File: src/rtl/mips_pkg.sv
// Shared fetch-path definitions: reset/exception vectors, the NOP encoding
// and the {pc, inst} pair carried through the prefetch queue.
package mips_pkg;

    localparam logic [31:0] RESET_PC_DEFAULT   = 32'h0000_0000;
    localparam logic [31:0] EXC_VECTOR_DEFAULT = 32'h8000_0080;

    // sll $0,$0,0 encodes as all zeros; shown to decode when the queue is empty
    localparam logic [31:0] NOP = 32'h0000_0000;

    typedef struct packed {
        logic [31:0] pc;
        logic [31:0] inst;
    } fetch_entry_t;

endpackage

File: src/rtl/fetch_fifo.sv
// Show-ahead FIFO for fetched {pc, inst} pairs. The head entry, valid flag
// and count are held in registers so decode sees clean flop outputs; the
// next head is selected ahead of the edge, bypassing a push that lands
// directly at the new read position.
module fetch_fifo #(
    parameter int unsigned      DEPTH = 4,
    parameter int unsigned      WIDTH = 64,
    parameter logic [WIDTH-1:0] EMPTY = '0
) (
    input  logic                         i_clk,
    input  logic                         i_rst,
    input  logic                         i_flush,
    input  logic                         i_push,
    input  logic [WIDTH-1:0]             i_push_data,
    input  logic                         i_pop,
    output logic [WIDTH-1:0]             o_head,
    output logic                         o_valid,
    output logic [$clog2(DEPTH+1)-1:0]   o_count
);

    localparam int unsigned PTR_W = $clog2(DEPTH);
    localparam int unsigned CNT_W = $clog2(DEPTH + 1);

    logic [WIDTH-1:0] r_mem [DEPTH];
    logic [PTR_W-1:0] r_wr;
    logic [PTR_W-1:0] r_rd;
    logic [CNT_W-1:0] r_count;
    logic [WIDTH-1:0] r_head;
    logic             r_valid;

    logic             w_pop;
    logic [PTR_W-1:0] w_rd_next;
    logic [CNT_W-1:0] w_count_next;
    logic [WIDTH-1:0] w_head_next;

    // Next-state pointers/count and the entry that will sit at the head
    always_comb begin
        w_pop        = i_pop & r_valid;
        w_rd_next    = r_rd + PTR_W'(w_pop);
        w_count_next = r_count + CNT_W'(i_push) - CNT_W'(w_pop);
        // The slot being written this cycle is not in r_mem yet
        if (i_push && (w_rd_next == r_wr)) begin
            w_head_next = i_push_data;
        end else begin
            w_head_next = r_mem[w_rd_next];
        end
    end

    // Entry storage; stale slots are never read, so no reset is needed
    always_ff @(posedge i_clk) begin
        if (i_push) begin
            r_mem[r_wr] <= i_push_data;
        end
    end

    // Pointers, occupancy and registered head; flush behaves like reset
    always_ff @(posedge i_clk) begin
        if (!i_rst || i_flush) begin
            r_wr    <= '0;
            r_rd    <= '0;
            r_count <= '0;
            r_valid <= 1'b0;
            r_head  <= EMPTY;
        end else begin
            r_wr    <= r_wr + PTR_W'(i_push);
            r_rd    <= w_rd_next;
            r_count <= w_count_next;
            r_valid <= (w_count_next != '0);
            r_head  <= (w_count_next != '0) ? w_head_next : EMPTY;
        end
    end

    assign o_head  = r_head;
    assign o_valid = r_valid;
    assign o_count = r_count;

endmodule

File: src/rtl/if_prefetch.sv
// Instruction-fetch stage with prefetch queue. Issues sequential word
// fetches to a one-cycle-latency instruction memory, keeps at most one
// response in flight, and only issues when the queue is guaranteed to have
// room for that response. Branch/exception redirects flush the queue and
// drop the in-flight word.
module if_prefetch
    import mips_pkg::*;
#(
    parameter int unsigned       DEPTH      = 4,
    parameter int unsigned       ADDR_W     = 32,
    parameter int unsigned       DATA_W     = 32,
    parameter logic [ADDR_W-1:0] RESET_PC   = ADDR_W'(RESET_PC_DEFAULT),
    parameter logic [ADDR_W-1:0] EXC_VECTOR = ADDR_W'(EXC_VECTOR_DEFAULT)
) (
    input  logic                        i_clk,
    input  logic                        i_rst,
    input  logic                        i_hold_pc,
    input  logic                        i_hold_if,
    input  logic                        i_br,
    input  logic [ADDR_W-1:0]           i_pc_branch,
    input  logic                        i_except,
    output logic                        o_imem_req,
    output logic [ADDR_W-1:0]           o_imem_addr,
    input  logic [DATA_W-1:0]           i_imem_rdata,
    output logic [ADDR_W-1:0]           o_pc_out,
    output logic [DATA_W-1:0]           o_inst_out,
    output logic                        o_valid_out,
    output logic [$clog2(DEPTH+1)-1:0]  o_level
);

    localparam int unsigned CNT_W   = $clog2(DEPTH + 1);
    localparam int unsigned ENTRY_W = ADDR_W + DATA_W;

    logic [ADDR_W-1:0]  r_fetch_pc;
    logic [ADDR_W-1:0]  r_issue_pc;
    logic               r_inflight;

    logic               w_redirect;
    logic               w_pop;
    logic               w_push;
    logic               w_issue;
    logic [CNT_W:0]     w_credit_use;
    logic [ENTRY_W-1:0] w_push_data;
    logic [ENTRY_W-1:0] w_head;
    logic               w_valid;
    logic [CNT_W-1:0]   w_count;

    // Redirect, pop/push qualification and the issue credit check
    always_comb begin
        w_redirect   = i_except | i_br;
        w_pop        = w_valid & ~i_hold_if & ~w_redirect;
        w_push       = i_rst & r_inflight & ~w_redirect;
        w_push_data  = {r_issue_pc, i_imem_rdata};
        // Slots committed after this cycle: queued + arriving - leaving
        w_credit_use = {1'b0, w_count} + (CNT_W + 1)'(r_inflight) - (CNT_W + 1)'(w_pop);
        w_issue      = i_rst & ~i_hold_pc & ~w_redirect
                     & (w_credit_use < (CNT_W + 1)'(DEPTH));
    end

    // Fetch PC, in-flight flag and the PC paired with the pending response
    always_ff @(posedge i_clk) begin
        if (!i_rst) begin
            r_fetch_pc <= RESET_PC;
            r_issue_pc <= '0;
            r_inflight <= 1'b0;
        end else if (w_redirect) begin
            r_fetch_pc <= i_except ? EXC_VECTOR : i_pc_branch;
            r_inflight <= 1'b0;
        end else begin
            r_inflight <= w_issue;
            if (w_issue) begin
                r_issue_pc <= r_fetch_pc;
                r_fetch_pc <= r_fetch_pc + ADDR_W'(4);
            end
        end
    end

    fetch_fifo #(
        .DEPTH (DEPTH),
        .WIDTH (ENTRY_W),
        .EMPTY ({ADDR_W'(0), DATA_W'(NOP)})
    ) u_fetch_fifo (
        .i_clk       (i_clk),
        .i_rst       (i_rst),
        .i_flush     (w_redirect),
        .i_push      (w_push),
        .i_push_data (w_push_data),
        .i_pop       (w_pop),
        .o_head      (w_head),
        .o_valid     (w_valid),
        .o_count     (w_count)
    );

    assign o_imem_req  = w_issue;
    assign o_imem_addr = r_fetch_pc;
    assign o_pc_out    = w_head[ENTRY_W-1:DATA_W];
    assign o_inst_out  = w_head[DATA_W-1:0];
    assign o_valid_out = w_valid;
    assign o_level     = w_count;

endmodule
File: config.mk
export PLATFORM = sky130hd
export DESIGN_NAME = if_prefetch
export DESIGN_NICKNAME = d
export VERILOG_FILES = /design/src/rtl/mips_pkg.sv /design/src/rtl/fetch_fifo.sv /design/src/rtl/if_prefetch.sv
export SDC_FILE = /design/constraint.sdc
export NUM_CORES = 1
export LEC_CHECK = 0
export BUFFER_PORTS_ARGS = -buffer_cell sky130_fd_sc_hd__buf_2
export CORE_ASPECT_RATIO = 1.25
export CORE_MARGIN = 1.5
export CORE_UTILIZATION = 35
export DETAILED_ROUTE_END_ITERATION = 7
export GPL_TIMING_DRIVEN = 0
export PLACE_DENSITY = 0.62
export SYNTH_ARGS = -nofsm -noshare
export SYNTH_HDL_FRONTEND = slang
export SYNTH_HIERARCHICAL = 1
export SYNTH_SLANG_ARGS = --single-unit
export TNS_END_PERCENT = 20
File: constraint.sdc
create_clock -name i_clk -period 10.63 [get_ports i_clk]
set_input_delay 3.189 -clock i_clk [delete_from_list [all_inputs] [get_ports i_clk]]
set_output_delay 3.189 -clock i_clk [all_outputs]
set_load 0.02 [all_outputs]
Word-level counts from Yosys, hierarchy flattened:

Memory sizes are Yosys's and may differ from the RTL's. A register that Yosys moved wholly into a read port is not among the register bits.
Cells that the tools add are included.
W data, S select, Z words.

* memory bits (writable): 256
* bits of input ports: 70
* memories: 1
* bits in registers: 73
* logic and storage cells: 42

Memories
* u_fetch_fifo.r_mem: depth 4, width 64, rd ports 1, clocked after Yosys merged registers in 1, write ports 1, line fetch_fifo.sv:24 `logic [WIDTH-1:0] r_mem [DEPTH];`

* $add $sub $neg: 7
* muxes and demuxes: 5
* reduce and logical (&&, ||, !) cells: 7
* bitwise operators: 14
* order comparisons: 1

Operators by type and width (count)
* $mux W32: 3
* $add A32 B3 Y32 const B: 1
* $and A1 B1 Y1: 8
* $not A1 Y1: 5
* $add A2 B1 Y2: 2
* $add A3 B1 Y4: 1
* $lt A4 B3 Y1 const B: 1
* $reduce_or A2 Y1: 2
* $sub A4 B1 Y4: 1
* $add A3 B1 Y3: 1
* $reduce_bool A3 Y1: 1
* $sub A3 B1 Y3: 1
* $mux W1: 2
* $reduce_and A2 Y1: 1
* $reduce_bool A2 Y1: 1
* $logic_not A1 Y1: 1
* $logic_or A1 B1 Y1: 1
* $or A1 B1 Y1: 1

Longest topological paths before layout:

* depth in word-level cells: 8
* mapped depth: 16

Hierarchy:

Netlist, hierarchy kept.

By module, submodules not included
* fetch_fifo: area each 12187.9 µm², cells each 651, times used 1, seq. area each 9128.8 µm²
* if_prefetch: area each 3459.6 µm², cells each 446, times used 1, seq. area each 1301.2 µm²

Worst setup path before layout:

OpenSTA, ideal clock, no wires.

* path type: input-to-reg
* from: input port i_except
* to: memory u_fetch_fifo.r_mem[0][0] (enable)
* cell stages on the path: 6
* slack: 0.824 ns
* required time: 10.050 ns
* library setup time: 0.580 ns
* arrival: 9.226 ns
* cells stage by stage: clkbuf_1 > nor2_1 > inv_1 > buf_2 > nor3_1 > nor3b_1

* word-level cells in the longest chain between the ends: 5

Ends and longest elaborated chain
* from (decl): line if_prefetch.sv:21 `input logic i_except,`
* $or A1 B1 Y1: line if_prefetch.sv:50 `w_redirect = i_except | i_br;`
* net w_redirect: line if_prefetch.sv:38 `logic w_redirect;`
* $not A1 Y1 (no source line)
* $and A1 B1 Y1: line if_prefetch.sv:52 `w_push = i_rst & r_inflight & ~w_redirect;`
* net w_push: line if_prefetch.sv:40 `logic w_push;`
* $mux W1: line fetch_fifo.sv:51 `if (i_push) begin`
* $mux W1 (not written as such): line fetch_fifo.sv:52 `r_mem[r_wr] <= i_push_data;`
* to (decl): line fetch_fifo.sv:24

The timed path passes the listed nets, and every way through them passes these cells.

Final worst setup path:

* from: input port i_except
* to: output port o_imem_req

* word-level cells in the longest chain between the ends: 6
* elaborated cells between the ends (all ways): 7
* classes of those cells: add/sub: 1; order compare: 1; bitwise: 5

Ends and longest elaborated chain
* $or A1 B1 Y1: line if_prefetch.sv:50
* net w_redirect: line if_prefetch.sv:38
* $not A1 Y1 (no source line)
* $and A1 B1 Y1: line if_prefetch.sv:51 `w_pop = w_valid & ~i_hold_if & ~w_redirect;`
* net w_pop: line if_prefetch.sv:39 `logic w_pop;`
* $sub A4 B1 Y4: line if_prefetch.sv:55 `w_credit_use = {1'b0, w_count} + (CNT_W + 1)'(r_inflight) - (CNT_W + 1)'(w_pop);`
* $lt A4 B3 Y1: line if_prefetch.sv:57 `& (w_credit_use < (CNT_W + 1)'(DEPTH));`
* $and A1 B1 Y1: line if_prefetch.sv:57
* to (decl): line if_prefetch.sv:22 `output logic o_imem_req,`

The timed path passes the listed nets, and every way through them passes these cells.

==> flow_results.org <==
** Clocking
- Worst-skew pair later-pin latency :: 0.54 ns
- CTS Sinks :: 393
- CTS clock-pin slew for the worst setup and hold paths :: 0.06 ns
- Buffer type at the clock tree root :: sky130_fd_sc_hd__clkbuf_16
- Post-CTS setup-driven buffer insertion count :: 0
- Longest Clk Path Bufs :: 3
- Post-cts repair resize count :: 0
- TritonCTS built the clock tree.
- Number of CTS-inserted buffers :: 41
- Quantity of hold-fixing buffers added after cts :: 0
- Number of H-tree levels :: 2

** Floorplanning
- Total number of placement rows :: 86
- 171 I/O pins were placed.
- Measured along the x axis, the die boundary spans 192 µm.
- The die covers 46,000 µm².
- Floorplan die height :: 239 µm
- The floorplan step defined a core boundary enclosing 44,100 µm².
- Starting Density :: 0.355

** Synthesis
- Post-Synthesis Cell Area :: 15,600 µm²
- Proportion of synthesized chip area in sequential cells :: 0.667
- Synthesized instance count :: 1,097
- Counting flops with an async set or reset pin after synthesis yields a share of 0.
- The synthesized design contains 393 register bits.
- In the synthesized netlist the dominant register cell turns out to be sky130_fd_sc_hd__edfxtp_1.
- Mean Syn Cell Area :: 14.3 µm²
- Synthesis warning total :: 6
- Count of distinct cell types in the synthesized netlist :: 73
- The number of nets handed over by synthesis was 1,176.
- Count of flip-flops with a built-in enable after synthesis :: 256

** Cells and area
- Counting the fill cells in the layout gives 4,075.
- Final Core Density :: 0.429
- Compared with the post-synthesis result, the final layout area differs by 21.0%.
- Net count reported at finish :: 1,401
- Layout cells sized above 1 :: 0.327
- The library cell used most frequently in the layout, excluding fill and tap cells, is sky130_fd_sc_hd__edfxtp_1.
- Area of all placed cells without fillers :: 18,900 µm²
- Leaving out fill and tap cells, the most frequent cells in the layout are sky130_fd_sc_hd__edfxtp_1 (256), sky130_fd_sc_hd__nand2_1 (221), sky130_fd_sc_hd__buf_2 (184).
- Filler-free cell count of the finished design :: 1,928

** Placed design
- Dpl cells :: 1,851
- Placer's final routability congestion estimate :: 0.899
- Once placement finished, the instance area stood at 17,500 µm².
- Number of buffers inserted by port buffering :: 169
- Post-detail-place hpwl :: 26.3 mm
- Pre-CTS setup slack :: 0.496 ns

** Drt
- The detailed router put a total of 16.4 mm of wire on met1.
- Detailed route wirelength on metal3 :: 2.28 mm
- After detailed routing, no signal wire sits above met4.
- The first routing iteration left 671 violations.
- Via total after detailed routing :: 9,898
- Met2 wire length :: 19.3 mm
- Antenna Violating Nets Remaining :: 0
- For this run, design rule violations remaining after detail routing come to 0.
- The first detailed-routing pass took 5 iterations.
- Summed over all layers, the routed wires come to 39.2 mm.
- Via-to-Cell Ratio :: 5.13
- In the final routed layout, each cell accounts on average for 20.4 µm.

** Timing
- Slew margin rel. :: 0.397
- Post-route setup slack :: 0.414 ns
- Number of endpoints failing setup at the final stage :: 0
- After layout, the minimum clock period comes to 10.22 ns.
- Final-report max-slew violation count :: 0
- Pin slew with the least headroom to its limit :: 0.905 ns
- Summed over all failing endpoints, the final setup total negative slack is 0 ns.
- Unrepaired setup endpoints after global routing :: false
- The number of failing hold endpoints at the final stage came to 0.
- Highest attainable clock frequency :: 97.9 MHz
- Hold is met by 0.499 ns.
- Final worst-path cycle share :: 0.961
- Across the routed clock network, the largest skew measured is 0.0125 ns.

** Outcome
- Result of the run :: finished, final reports clean

** Worst setup path
- Class of the most critical setup path :: input port to primary output
- At the worst endpoint, the required time is 7.44 ns.
- At the worst endpoint, the arrival time is 7.03 ns.
- Crit-path max FO :: 10
- STA classifies the critical path startpoint as an input port.
- Origin of the critical flop-to-flop path :: u_fetch_fifo/o_valid
- Number of cells on the worst reg-to-reg path :: 11
- STA classifies the critical path endpoint as a primary output.
- In this run the register-to-register setup slack is 7.48 ns.
- The endpoint identified for the worst register-to-register timing path is o_imem_addr[11].

** Job
- The tool flagged a number of max-cap violations equal to 0.

** Power
- Max rail drop VDD :: 0.116 mV
- Summed over all cells, the static leakage comes to 6.68 nW.
- In this run the power density over the cells is 171 nW/µm².
- Summing internal, switching and leakage power gives 3.24 mW.

** Hold path
- Type of the most critical hold path :: register to register
- Min-Delay Path Depth :: 2
- Launch point of the worst hold path :: o_imem_addr[1]
- End point of the worst hold path :: r_issue_pc[1]

** Global route
- The number of antenna violations at the first check in global routing was 2.
- Pin count of the biggest net entering global routing :: 35
- Vias in the first global route :: 10,100
- Total Routing Usage GR :: 0.171
- Final global-route overflow total :: 0
- Wire length of the first global-routing pass :: 59.2 mm
[critical path: stages]
cell and delay [ns]:
sky130_fd_sc_hd__clkbuf_1 0.21, sky130_fd_sc_hd__nor2_1 0.70, sky130_fd_sc_hd__inv_1 0.12, sky130_fd_sc_hd__buf_2 0.25
sky130_fd_sc_hd__nor3b_1 0.27, sky130_fd_sc_hd__ha_1 0.19, sky130_fd_sc_hd__inv_1 0.04, sky130_fd_sc_hd__ha_1 0.25
sky130_fd_sc_hd__and3b_1 0.17, sky130_fd_sc_hd__buf_2 0.15, sky130_fd_sc_hd__nor4_2 0.46, sky130_fd_sc_hd__o21ai_1 0.30
sky130_fd_sc_hd__inv_2 0.22, sky130_fd_sc_hd__buf_2 0.27, sky130_fd_sc_hd__buf_2 0.22
[kinds of logic (layout without fill, tap and decap cells)]
logic type | Yosys count | count (layout) | synth area share
XOR/XNOR | 14 | 14 | 0.00872
other | 0 | 1 | 0
adder cells (fa/ha/maj) | 9 | 9 | 0.00768
AO/OA/AOI/OAI | 188 | 188 | 0.0876
AND/OR/NAND/NOR | 336 | 336 | 0.0974
multiplexers | 68 | 68 | 0.0947
flip-flops | 393 | 393 | 0.667
buffers and inverters | 89 | 347 | 0.0373
[routing by layer]
| layer | global-route usage | up-vias |
|---|---|---|
| met3 | 0.0283 | 80 |
| met2 | 0.292 | 364 |
| met4 | 0.0667 | 0 |
| met1 | 0.216 | 4902 |
| met5 | 0 | - |
| li1 | - | 4552 |
[worst max path at each step]
| stage | endpoint | startpoint | cells past startpoint | slack (ns) |
|---|---|---|---|---|
| after CTS | o_imem_req | i_except | 15 | 0.50 |
| final | o_imem_req | i_except | 15 | 0.41 |
| after global routing | o_imem_req | i_except | 15 | 0.09 |
| after detailed placement | o_imem_req | i_except | 15 | 0.50 |
| after global placement | u_fetch_fifo/r_mem[0][5] | i_except | 6 | -4.46 |
| after floorplan | u_fetch_fifo/r_mem[0][0] | i_except | 6 | 0.82 |
[Yosys cell counts (all sizes together), types with 3 or more instances]
library cell	number	area share
a211oi	5	0.0027
a21oi	112	0.049
a22oi	3	0.0014
a31oi	6	0.0024
a41o	3	0.0019
and2	11	0.0044
and3	6	0.0025
and4	6	0.0034
buf	47	0.027
clkbuf	22	0.0059
dfxtp	137	0.18
edfxtp	256	0.49
ha	8	0.0064
inv	18	0.0043
mux2i	4	0.0026
mux4	64	0.092
nand2	221	0.053
nand2b	3	0.0012
nand3	18	0.0064
nand4	10	0.0044
nor2	25	0.0060
nor2b	4	0.0016
nor3	10	0.0032
nor4	7	0.0032
o211ai	6	0.0029
o21ai	20	0.0064
o31ai	4	0.0022
o41ai	3	0.0017
or3	3	0.0012
or4	5	0.0029
xnor2	10	0.0056
xor2	3	0.0017
[cell type report]
cell class	instances	area, µm²	area share
well taps	572	716	0.0378
multi-input cells	615	4650	0.246
flip-flops and latches	393	10400	0.551
inverters	20	75.1	0.00396
repair buffers	182	1070	0.0567
diodes	1	2.50	0.000132
clock inverters	19	235	0.0124
clock buffers	57	1240	0.0655
plain buffers	69	509	0.0269
[state kept, by name (all words and copies together) (netlist names)]
signal / flops
u_fetch_fifo/r_rd: 2
u_fetch_fifo/r_wr: 2
u_fetch_fifo/o_valid: 1
u_fetch_fifo/o_count: 3
r_issue_pc: 32
r_inflight: 1
u_fetch_fifo/r_mem: 256
u_fetch_fifo/o_head: 64
o_imem_addr: 32
[report_power, final]
| part | switching (mW) | internal [mW] | total (mW) |
|---|---|---|---|
| clock | 0.589 | 0.939 | 1.53 |
| combinational | 0.0546 | 0.0278 | 0.0825 |
| sequential | 0.00994 | 1.62 | 1.63 |
No activity file was read; power rests on OpenSTA's default activity.
